==> src/rtl/rf_access_ctrl.sv <==
// rf_access_ctrl: clears the register file after reset, then shares its write port and read port B
// between the core (priority) and a debug port whose waiting time is bounded.
module rf_access_ctrl #(
  parameter int NREGS    = 32,
  parameter int AW       = 5,
  parameter int DW       = 32,
  parameter int MAX_WAIT = 3
) (
  input  logic          clk,
  input  logic          rst,
  input  logic          core_w_en,
  input  logic [AW-1:0] core_w_addr,
  input  logic [DW-1:0] core_w_data,
  input  logic [AW-1:0] core_ra_addr,
  input  logic [AW-1:0] core_rb_addr,
  input  logic          core_rb_use,
  output logic          core_stall,
  output logic          init_busy,
  input  logic          dbg_req,
  input  logic          dbg_we,
  input  logic [AW-1:0] dbg_addr,
  input  logic [DW-1:0] dbg_wdata,
  output logic          dbg_gnt,
  output logic          dbg_rvalid,
  output logic [DW-1:0] dbg_rdata,
  output logic          rf_w_ena,
  output logic [AW-1:0] rf_w_addr,
  output logic [DW-1:0] rf_w_data,
  output logic [AW-1:0] rf_ra_addr,
  output logic [AW-1:0] rf_rb_addr,
  input  logic [DW-1:0] rf_ra_data,
  input  logic [DW-1:0] rf_rb_data
);
  localparam int CW = $clog2(MAX_WAIT + 1);
  localparam logic [CW-1:0] WMAX = CW'(MAX_WAIT);
  typedef enum logic {INIT, RUN} state_t;
  state_t state_q, state_d;
  logic [AW-1:0] clr_cnt_q, clr_cnt_d, w_addr;
  logic [CW-1:0] wait_cnt_q, wait_cnt_d;
  logic dbg_rvalid_q, dbg_rvalid_d, run, dbg_ok, frc, dbg_wr;
  always_comb begin
    run          = state_q == RUN;
    dbg_ok       = run & dbg_req & (dbg_we ? ~core_w_en : ~core_rb_use);
    frc          = run & dbg_req & ~dbg_ok & (wait_cnt_q == WMAX);
    dbg_gnt      = dbg_ok | frc;
    dbg_wr       = dbg_gnt & dbg_we;
    w_addr       = dbg_wr ? dbg_addr : core_w_addr;
    init_busy    = ~run;
    core_stall   = ~run | frc;
    // x0 is hard-wired zero, except for the clear sequence itself
    rf_w_ena     = run ? (dbg_wr | (core_w_en & ~frc)) & (w_addr != '0) : 1'b1;
    rf_w_addr    = run ? w_addr : clr_cnt_q;
    rf_w_data    = run ? (dbg_wr ? dbg_wdata : core_w_data) : '0;
    rf_ra_addr   = core_ra_addr;
    rf_rb_addr   = (dbg_gnt & ~dbg_we) ? dbg_addr : core_rb_addr;
    dbg_rvalid   = dbg_rvalid_q;
    dbg_rdata    = rf_rb_data;
    state_d      = (!run && clr_cnt_q == AW'(NREGS - 1)) ? RUN : state_q;
    clr_cnt_d    = run ? clr_cnt_q : clr_cnt_q + 1'b1;
    wait_cnt_d   = (dbg_gnt | ~dbg_req | ~run) ? '0 : wait_cnt_q + CW'(wait_cnt_q != WMAX);
    dbg_rvalid_d = dbg_gnt & ~dbg_we;
  end
  always_ff @(posedge clk or posedge rst) begin
    if (rst) begin
      state_q      <= INIT;
      clr_cnt_q    <= '0;
      wait_cnt_q   <= '0;
      dbg_rvalid_q <= 1'b0;
    end else begin
      state_q      <= state_d;
      clr_cnt_q    <= clr_cnt_d;
      wait_cnt_q   <= wait_cnt_d;
      dbg_rvalid_q <= dbg_rvalid_d;
    end
  end
endmodule

==> config.mk <==
export PLATFORM = sky130hd
export DESIGN_NAME = rf_access_ctrl
export DESIGN_NICKNAME = d
export VERILOG_FILES = /design/src/rtl/rf_access_ctrl.sv
export SDC_FILE = /design/constraint.sdc
export NUM_CORES = 1
export LEC_CHECK = 0
export CAP_MARGIN = 5
export CORE_AREA = 10 10 84 86
export DETAILED_ROUTE_END_ITERATION = 6
export DIE_AREA = 0 0 94 96
export DONT_BUFFER_PORTS = 1
export PLACE_DENSITY = 0.37
export SLEW_MARGIN = 25
export SYNTH_ARGS = -nofsm -noshare
export SYNTH_HDL_FRONTEND = slang
export SYNTH_SLANG_ARGS = --single-unit
==> constraint.sdc <==
create_clock -name clk -period 3.3 [get_ports clk]
set_clock_uncertainty 0.15 [all_clocks]
set_input_delay 0.99 -clock clk [delete_from_list [all_inputs] [get_ports clk]]
set_output_delay 0.99 -clock clk [all_outputs]
set_load 0.01 [all_outputs]
==> impl_metrics.yaml, run 1 <==
layout:
  stdcell_count: 276
  regArea_sq_um: 225
  fillers: 622
  diodes: 0
  multiInputGateArea_sq_um: 891
  fin_nets: 361
  drive_gt1_share_pct: 26.0
  design_area_sq_mm: 0.00155
  syn2layout_area_growth_pct: 3.93
yosys:
  syn_avg_cell_area_sq_um: 6.74
  synth_fp_nets: 378
  synth_compound_area_share_pct: 29.9
  synthSimpleGateAreaFrac_pct: 19.4
  syn_inst: 222
  yosys.area_share.adder_pct: 1.67
  synth_edf_count: 0
  netlist_area_sq_mm: 0.00150
  synth_ff_type: "dfrtp_1"
  ys_ff_latch: 9
  async_reset_ff_share_pct: 100
  seq_area_frac_synth_pct: 15.1
  synth_area_leaders: "buf_4 20%, dfrtp_1 15%, nand3_1 13%, o21ai_0 13%, a21oi_1 11%"
  ys_warn_count: 0
  synth_top_family_by_area: "compound AO/OA/AOI/OAI gates"
  synth_mux_area_share_pct: 6.03
  yosysTopAreaCellShare_pct: 19.6
  synth_xor_xnor_area_share_pct: 2.34
  synth_cell_types: 28
  yosys.area.top_type: "buf_4"
sta:
  hold_viol: 0
  tightest_slew_ns: 0.399
  min_period_ns: 3.15
  rsz0062_at_grt: "no"
  max_slew_margin_pct: 73.3
  finalMaxSlewViolations: 0
  tns_ns: 0
  fmax_ghz: 0.318
  period_share_pct: 95.4
  setup_viol: 0
global_route:
  grt_use_total_pct: 11.9
  overflow: 0
  grt_antenna_before_repair: 0
  grt_pass1_vias: 1717
  grt_max_degree: 27
  grt_pass1_wl_um: 8760
clocking:
  clk_latency_ns: 0.23
  holdBufCountCts: 0
  clock-root-buffer: "clkbuf_8"
  numCtsBuffers: 3
  clkTransAtPathRegs_ns: 0.04
  post_cts_resized: 0
  cts_tree: "yes"
  cts.sinks: 9
  postCtsSetupRepairBufs: 0
  clock_path_buffers: 2
  cts_max_level: 1
floorplan:
  start_util_pct: 27.7
  die_w_um: 94
  die_area_sq_mm: 0.00902
  num_io_pins: 238
  rows: 27
  dieHeight_um: 96
  core_sq_mm: 0.00541
critical_path:
  worstSetupEndpointType: "output port"
  required_ns: 2.16
  path_cells: "or4_1, a211oi_1, o31ai_1, buf_4"
  cp.buffers_inverters: 1
  crit_slowest_cell: "or4_1"
  arrival_ns: 2.01
  path_class: "primary input to output port"
  path_max_fanout: 2
  crit_path_start_kind: "primary input"
  cpLargestDelayFamily: "simple AND/OR/NAND/NOR gates"
  critPathMaxStageDelay_ns: 0.52
drt:
  drt_wl_total_um: 6140
  drt_iter0_drc: 110
  drc: 0
  wl_met2_um: 2840
  route.vias.total: 1635
  ant_nets: 0
  via_per_inst: 5.92
  routed-wl-met3_um: 1130
  wl_met1_um: 2070
  wl_per_cell_um: 22.3
  maxUsedRoutingLayer: "met4"
  first_pass_iters: 4
placed_design:
  port_buffers: 0
  gp_congestion: 0.756
  dp_hpwl_um: 5170
  dp_cells: 272
  placed_area_sq_mm: 0.00151
status:
  status: "complete, no violations"
power:
  power.static_leakage_nw: 0.586
  internal_power_w: 0.000269
  p_seq_share_pct: 28.4
  powerDensity_mw_per_mm2: 262
  clkPwrFrac_pct: 31.2
  switching_power_w: 0.000139
  swShare_pct: 34.1
  power_w: 0.000408
  p_comb_share_pct: 40.4
  max-vdd-ir-drop_mv: 0.121
worst_hold_path:
  hp-class: "flip-flop to flip-flop"
run:
  max_cap_violations: 0
## stage by stage
step           setup slack, ns  utilization (%)  hold slack, ns
2_1_floorplan            0.327                -           0.310
3_3_place_gp             0.132             27.9           0.340
3_5_place_dp             0.150             27.9           0.334
4_1_cts                  0.140             28.7           0.344
5_1_grt                 0.0945             28.7           0.394
6_report                 0.153             28.7           0.338
## layout by cell type (no fill, tap or decap)
cell | netlist | layout
dfrtp_1 | 9 | 9
clkbuf_1 | 10 | 1
clkbuf_8 | 0 | 3
o31ai_1 | 1 | 1
nor4_1 | 1 | 1
nand4_1 | 2 | 2
a22oi_1 | 1 | 1
ha_1 | 2 | 2
inv_1 | 1 | 1
nand3_1 | 39 | 39
a21oi_1 | 33 | 33
a211oi_1 | 1 | 1
nand2_1 | 1 | 1
and3_1 | 2 | 2
buf_12 | 0 | 2
a31oi_1 | 5 | 5
clkinv_1 | 1 | 1
mux2_2 | 8 | 8
nand2_2 | 2 | 2
buf_4 | 39 | 34
o21ai_0 | 38 | 38
a21bo_2 | 1 | 1
xnor2_1 | 4 | 4
a21boi_2 | 0 | 1
or2_2 | 1 | 1
a211oi_4 | 1 | 1
or4_1 | 2 | 2
nor2_1 | 7 | 7
## flip-flops by register name (all words and copies together), names as in the netlist
register,flops
run,1
wait_cnt_q,2
clr_cnt_q,5
dbg_rvalid,1
## layer usage
| layer | up-vias | track usage (%) |
|---|---|---|
| li1 | 723 | - |
| met1 | 739 | 11.4 |
| met2 | 159 | 19.6 |
| met3 | 14 | 8.56 |
| met4 | 0 | 4.68 |
| met5 | - | 0 |
## area by class of cell
class,instances,share of cell area (%)
Timing Repair Buffer,36,19.0
Inverter,2,0.483
Multi-Input combinational cell,153,57.3
Sequential cell,9,14.5
Tap cell,72,5.80
Clock buffer,4,2.90
## power by group through the flow
stage               sequential, W  combinational (W)  clock, W
floorplan                0.000117           0.000148         0
global placement         0.000117           0.000163         0
detailed placement       0.000118           0.000166         0
CTS                      0.000116           0.000167  0.000131
global route             0.000116           0.000181  0.000138
finish                   0.000116           0.000165  0.000127
## path summary, 6_finish.rpt
check | startpoint | end | slack, ns | cells after the start
worst max-delay path | core_w_addr[2] | rf_w_ena | 0.15 | 4
worst min-delay path | clr_cnt_q[3] | clr_cnt_q[3] | 0.34 | 1
worst max register to register | clr_cnt_q[0] | clr_cnt_q[4] | 1.68 | 4
worst min register to register | clr_cnt_q[3] | clr_cnt_q[3] | 0.34 | 1
max in group asynchronous | rst | clr_cnt_q[2] | 2.28 | 1
min in group asynchronous | rst | wait_cnt_q[1] | 0.46 | 1
## synthesized netlist by cell type, drive strengths merged, types with 2 or more instances
cell and instances:
nand4 2, xnor2 4, nor2 7, o21ai 38, clkbuf 12, a31oi 5
or4 2, and3 2, buf 46, mux2 8, dfrtp 9, a21oi 33
nand3 39, ha 2, a211oi 2, nand2 3
## cells by family after synthesis
kind of cell               count (synthesis)
AOI/OAI and AO/OA                         82
buffers and inverters                     60
and+or+nand+nor                           57
DFF                                        9
muxes                                      8
xor gates and xnor gates                   4
adders and majority gates                  2
(Power assumes the default switching activity.)
==> inputs of run 2 (changes only) <==
--- a/config.mk
+++ b/config.mk
@@ -5,12 +5,13 @@
 export SDC_FILE = /design/constraint.sdc
 export NUM_CORES = 1
 export LEC_CHECK = 0
+export ABC_AREA = 1
 export CAP_MARGIN = 5
-export CORE_AREA = 10 10 84 86
+export CORE_AREA = 10 10 83 85
 export DETAILED_ROUTE_END_ITERATION = 6
-export DIE_AREA = 0 0 94 96
+export DIE_AREA = 0 0 93 95
 export DONT_BUFFER_PORTS = 1
-export PLACE_DENSITY = 0.37
+export PLACE_DENSITY = 0.39
 export SLEW_MARGIN = 25
 export SYNTH_ARGS = -nofsm -noshare
 export SYNTH_HDL_FRONTEND = slang
==> impl_metrics.yaml, run 2 <==
power:
  swShare_pct: 34.6
  clkPwrFrac_pct: 32.4
  power.static_leakage_nw: 0.740
  powerDensity_mw_per_mm2: 266
  p_comb_share_pct: 39.0
  max-vdd-ir-drop_mv: 0.229
  p_seq_share_pct: 28.6
  internal_power_w: 0.000261
  switching_power_w: 0.000138
critical_path:
  reg2reg_slack_ns: 1.56
  r2r_start: "run"
  path_max_fanout: 22
  worstSetupEndpointType: "output port"
  path_class: "primary input to output port"
  required_ns: 2.16
  worstRegToRegCells: 5
  reg2reg_to: "clr_cnt_q[3]"
  crit_path_start_kind: "primary input"
  arrival_ns: 1.98
clocking:
  postCtsSetupRepairBufs: 0
  clk_latency_ns: 0.23
  clock_path_buffers: 2
  post_cts_resized: 0
  clkTransAtPathRegs_ns: 0.05
  clock-root-buffer: "clkbuf_8"
  cts.sinks: 9
  numCtsBuffers: 3
  cts_max_level: 1
  cts_tree: "yes"
  holdBufCountCts: 0
layout:
  largest-register: "clr_cnt_q"
  fillers: 600
  mostFrequentLayoutCell: "nand2_1"
  reg_top3: "clr_cnt_q (5), wait_cnt_q (2)"
  mostFrequentLayoutCells: "79 x nand2_1, 23 x a21oi_1, 20 x buf_4"
  diodes: 0
  drive_gt1_share_pct: 30.8
  largest_reg_flops: 5
  syn2layout_area_growth_pct: -3.06
  fin_nets: 371
placed_design:
  port_buffers: 0
  gp_congestion: 0.759
  dp_slack_ns: 0.169
  dp_hpwl_um: 4490
drt:
  drt_wl_total_um: 5190
  first_pass_iters: 4
  drc: 0
  ant_nets: 0
  via_per_inst: 4.90
  route.vias.total: 1401
  wl_per_cell_um: 18.1
  drt_iter0_drc: 55
sta:
  tightest_slew_ns: 0.565
  max_slew_margin_pct: 62.3
  tns_ns: 0
  fmax_ghz: 0.321
  period_share_pct: 94.4
  setup_ws_ns: 0.183
  hold_viol: 0
  finalMaxSlewViolations: 0
  rsz0062_at_grt: "no"
  setup_viol: 0
  min_period_ns: 3.12
yosys:
  ys_warn_count: 0
  synthSimpleGateAreaFrac_pct: 35.2
  seq_area_frac_synth_pct: 14.5
  synth_edf_count: 0
  yosysMostFrequentCell: "nand2_1"
  yosys.area_share.adder_pct: 1.61
  synth_area_leaders: "nand2_1 19%, buf_4 18%, dfrtp_1 15%, a21oi_1 7.4%, a21oi_2 5.6%"
  yosysTopAreaCellShare_pct: 19.1
  yosys.area.top_type: "nand2_1"
  netlist_top_cells_count: "79 x nand2_1, 37 x buf_4, 23 x a21oi_1"
  synth_fp_nets: 393
  synth_xor_xnor_area_share_pct: 1.13
  synth_cell_types: 30
  netlist_area_sq_mm: 0.00155
  synth_mux_area_share_pct: 3.63
  synth_top_family_by_area: "simple AND/OR/NAND/NOR gates"
  synth_ff_type: "dfrtp_1"
  syn_inst: 237
  ys_ff_latch: 9
  async_reset_ff_share_pct: 100
  synth_compound_area_share_pct: 15.1
  syn_avg_cell_area_sq_um: 6.55
floorplan:
  die_area_sq_mm: 0.00884
  rows: 27
  dieHeight_um: 95
  num_io_pins: 238
  die_w_um: 93
  core_sq_mm: 0.00534
  start_util_pct: 29.1
worst_hold_path:
  hp-class: "flip-flop to flip-flop"
  min_to: "wait_cnt_q[0]"
  holdPathStages: 1
  hp-start: "wait_cnt_q[0]"
status:
  status: "complete, no violations"
global_route:
  grt_antenna_before_repair: 0
  grt_pass1_wl_um: 7270
  grt_pass1_vias: 1349
  grt_max_degree: 25
  grt_use_total_pct: 10.0
  overflow: 0
run:
  max_cap_violations: 0
## run 2: cells by family after synthesis
family	after synthesis
xor+xnor	2
flops	9
buf+inv	64
mux	5
fa+ha+maj	2
simple gates	116
compound gates	39
## run 2: metal layers
| layer | wire length, um | up-vias | GRT usage [%] | part of all wire (%) |
|---|---|---|---|---|
| li1 | - | 666 | - | - |
| met1 | 1820 | 638 | 9.59 | 35 |
| met2 | 2550 | 89 | 17.9 | 49 |
| met3 | 780 | 8 | 6.19 | 15 |
| met4 | 35 | 0 | 2.44 | 0.67 |
| met5 | 0 | - | 0 | 0 |
## run 2: worst max-delay path, cell delays in order
cell and delay [ns]:
nand2_1 0.06, clkinv_2 0.10, nand3_4 0.12, buf_12 0.17
nand2_1 0.07, a21oi_1 0.27, buf_4 0.18
## run 2: worst max path at each step
stage	start	end	slack [ns]	depth (start not counted)
final	dbg_req	rf_w_data[5]	0.18	7
after global routing	core_w_en	rf_w_ena	0.08	11
after floorplan	dbg_we	rf_w_data[10]	0.20	9
after global placement	core_w_en	rf_w_ena	0.17	11
after detailed placement	dbg_req	rf_w_data[5]	0.17	7
after CTS	dbg_req	rf_w_data[5]	0.16	7
## run 2: layout make-up
cell class                 count  area, sq um  share of cell area [%]
multi-input combinational    164          880                    58.5
clock buffer                   4         45.0                    3.00
tap                           72         90.1                    5.99
timing repair buffer          23          210                    14.0
sequential                     9          225                    15.0
inverter                      14         53.8                    3.58
## run 2: through the flow
| stage | cell area, sq um | util [%] | hold slack [ns] | cells | power [W] |
|---|---|---|---|---|---|
| 5_1_grt | 1500 | 28.2 | 0.353 | 286 | 0.000421 |
| 3_5_place_dp | 1460 | 27.3 | 0.308 | 282 | 0.000276 |
| 3_3_place_gp | 1460 | 27.3 | 0.307 | 282 | 0.000276 |
| 6_report | 1500 | 28.2 | 0.318 | 286 | 0.000400 |
| 4_1_cts | 1500 | 28.2 | 0.317 | 286 | 0.000403 |
| 2_1_floorplan | 1550 | - | 0.287 | 237 | 0.000280 |
## run 2: power groups by stage
stage / clock [W] / combinational, W / sequential [W]
after floorplan: 0 / 0.000165 / 0.000116
after global placement: 0 / 0.000160 / 0.000116
after detailed placement: 0 / 0.000159 / 0.000116
after CTS: 0.000129 / 0.000160 / 0.000114
after global routing: 0.000135 / 0.000171 / 0.000115
final: 0.000129 / 0.000156 / 0.000114
==> inputs of run 3 (changes only) <==
==> constraint.sdc (replaced) <==
create_clock -name clk -period 3.3 [get_ports clk]
set_clock_uncertainty 0.15 [all_clocks]
set_input_delay 0.99 -clock clk [delete_from_list [all_inputs] [get_ports clk]]
set_output_delay 0.99 -clock clk [all_outputs]
set_load 0.02 [all_outputs]
==> impl_metrics.yaml, run 3 (synthesized netlist as in run 2, its figures left out) <==
status:
  status: "complete, no violations"
floorplan:
  die_area_sq_mm: 0.00884
  dieHeight_um: 95
  start_util_pct: 29.1
  rows: 27
  die_w_um: 93
  num_io_pins: 238
  core_sq_mm: 0.00534
placed_design:
  gp_congestion: 0.800
  port_buffers: 0
  dp_hpwl_um: 4600
critical_path:
  path_class: "primary input to output port"
  cp.buffers_inverters: 2
  path_max_fanout: 6
  path_cells: "inv_1, nand2_4, nand3_4, buf_4, nand2_1, nor2_4, mux2_2"
  r2r_start: "run"
  required_ns: 2.16
  cpLargestDelayFamily: "simple AND/OR/NAND/NOR gates"
  worstSetupEndpointType: "output port"
  arrival_ns: 2.04
  reg2reg_to: "clr_cnt_q[3]"
  crit_path_start_kind: "primary input"
  reg2reg_slack_ns: 1.71
  worstRegToRegCells: 6
  crit_slowest_cell: "mux2_2"
  critPathMaxStageDelay_ns: 0.42
sta:
  tightest_slew_ns: 0.365
  finalHoldWorstSlack_ns: 0.320
  finalMaxSlewViolations: 0
  max_slew_margin_pct: 75.7
  hold_viol: 0
  period_share_pct: 96.4
  tns_ns: 0
  min_period_ns: 3.18
  setup_viol: 0
  fmax_ghz: 0.314
worst_hold_path:
  hp-class: "flip-flop to flip-flop"
  min_to: "wait_cnt_q[0]"
  holdPathStages: 1
  hp-start: "wait_cnt_q[0]"
power:
  power.static_leakage_nw: 0.865
  max-vdd-ir-drop_mv: 0.234
  internal_power_w: 0.000291
  switching_power_w: 0.000177
  powerDensity_mw_per_mm2: 274
  p_seq_share_pct: 24.6
  clkPwrFrac_pct: 27.4
  p_comb_share_pct: 48.0
  swShare_pct: 37.8
layout:
  mostFrequentLayoutCells: "79 x nand2_1, 44 x buf_4, 23 x a21oi_1"
  syn2layout_area_growth_pct: 10.0
  largest-register: "clr_cnt_q"
  diodes: 0
  largest_reg_flops: 5
  mostFrequentLayoutCell: "nand2_1"
  fin_nets: 396
  reg_top3: "clr_cnt_q (5), wait_cnt_q (2)"
  drive_gt1_share_pct: 38.1
global_route:
  grt_pass1_wl_um: 7530
  grt_use_total_pct: 10.3
  grt_max_degree: 39
  overflow: 0
  grt_pass1_vias: 1389
  grt_antenna_before_repair: 0
drt:
  drt_wl_total_um: 5350
  drc: 0
  ant_nets: 0
  via_per_inst: 4.68
  wl_per_cell_um: 17.2
  first_pass_iters: 4
  drt_iter0_drc: 62
  route.vias.total: 1457
clocking:
  clock-root-buffer: "clkbuf_8"
  cts_max_level: 1
  clock_path_buffers: 2
  numCtsBuffers: 3
  cts.sinks: 9
  clkTransAtPathRegs_ns: 0.04
  clk_latency_ns: 0.23
  cts_tree: "yes"
run:
  max_cap_violations: 0
run 3: worst max-delay path by stage:
stage / startpoint / to / slack [ns] / depth (start not counted)
finish: core_w_en / rf_rb_addr[0] / 0.12 / 7
global route: core_w_en / rf_w_data[5] / -0.004 / 9
CTS: core_w_en / rf_w_data[5] / 0.05 / 9
detailed placement: core_w_en / rf_w_data[5] / 0.06 / 9
global placement: core_w_en / rf_w_data[9] / 0.05 / 9
floorplan: dbg_we / rf_w_data[10] / 0.06 / 9
run 3: metrics by stage:
stage	setup WS [ns]	instance area, sq um	instances	total power (W)	util [%]
after floorplan	0.0611	1550	237	0.000333	-
after global placement	0.0452	1640	304	0.000342	30.7
after detailed placement	0.0604	1640	304	0.000341	30.7
after CTS	0.0492	1680	308	0.000472	31.5
after global routing	-0.00389	1710	311	0.000493	32.0
final	0.118	1710	311	0.000467	32.0
run 3: layer usage:
| layer | wire length, um | track usage (%) | vias to the layer above |
|---|---|---|---|
| met3 | 809 | 6.42 | 9 |
| met1 | 1830 | 9.87 | 636 |
| met4 | 48 | 2.44 | 0 |
| met2 | 2660 | 18.3 | 96 |
| li1 | - | - | 716 |
| met5 | 0 | 0 | - |
run 3: repair_timing:
item	in CTS	in global routing
buffers inserted	0	3
setup endpoints to repair	0	6
gates resized for setup	0	1
endpoints found under the hold margin	0	0
hold buffers	0	0
run 3: final cells by class:
type | instances | area [sq um]
Clock buffer | 4 | 45.0
Inverter | 14 | 56.3
Multi-Input combinational cell | 164 | 880
Timing Repair Buffer | 48 | 410
Tap cell | 72 | 90.1
Fill cell | 593 | 3630
Sequential cell | 9 | 225
run 3: power by group through the flow:
| stage | clock (W) | sequential, W | combinational, W |
|---|---|---|---|
| after floorplan | 0 | 0.000116 | 0.000217 |
| after global placement | 0 | 0.000116 | 0.000225 |
| after detailed placement | 0 | 0.000117 | 0.000225 |
| after CTS | 0.000132 | 0.000115 | 0.000225 |
| after global routing | 0.000135 | 0.000115 | 0.000243 |
| final | 0.000128 | 0.000115 | 0.000224 |
run 3: worst register-to-register path, stage by stage (launching register included):
cell     delay (ns)
dfrtp_1        0.37
buf_4          0.18
inv_1          0.12
buf_12         0.22
nand2_1        0.10
nor3_1         0.18
xor2_1         0.18
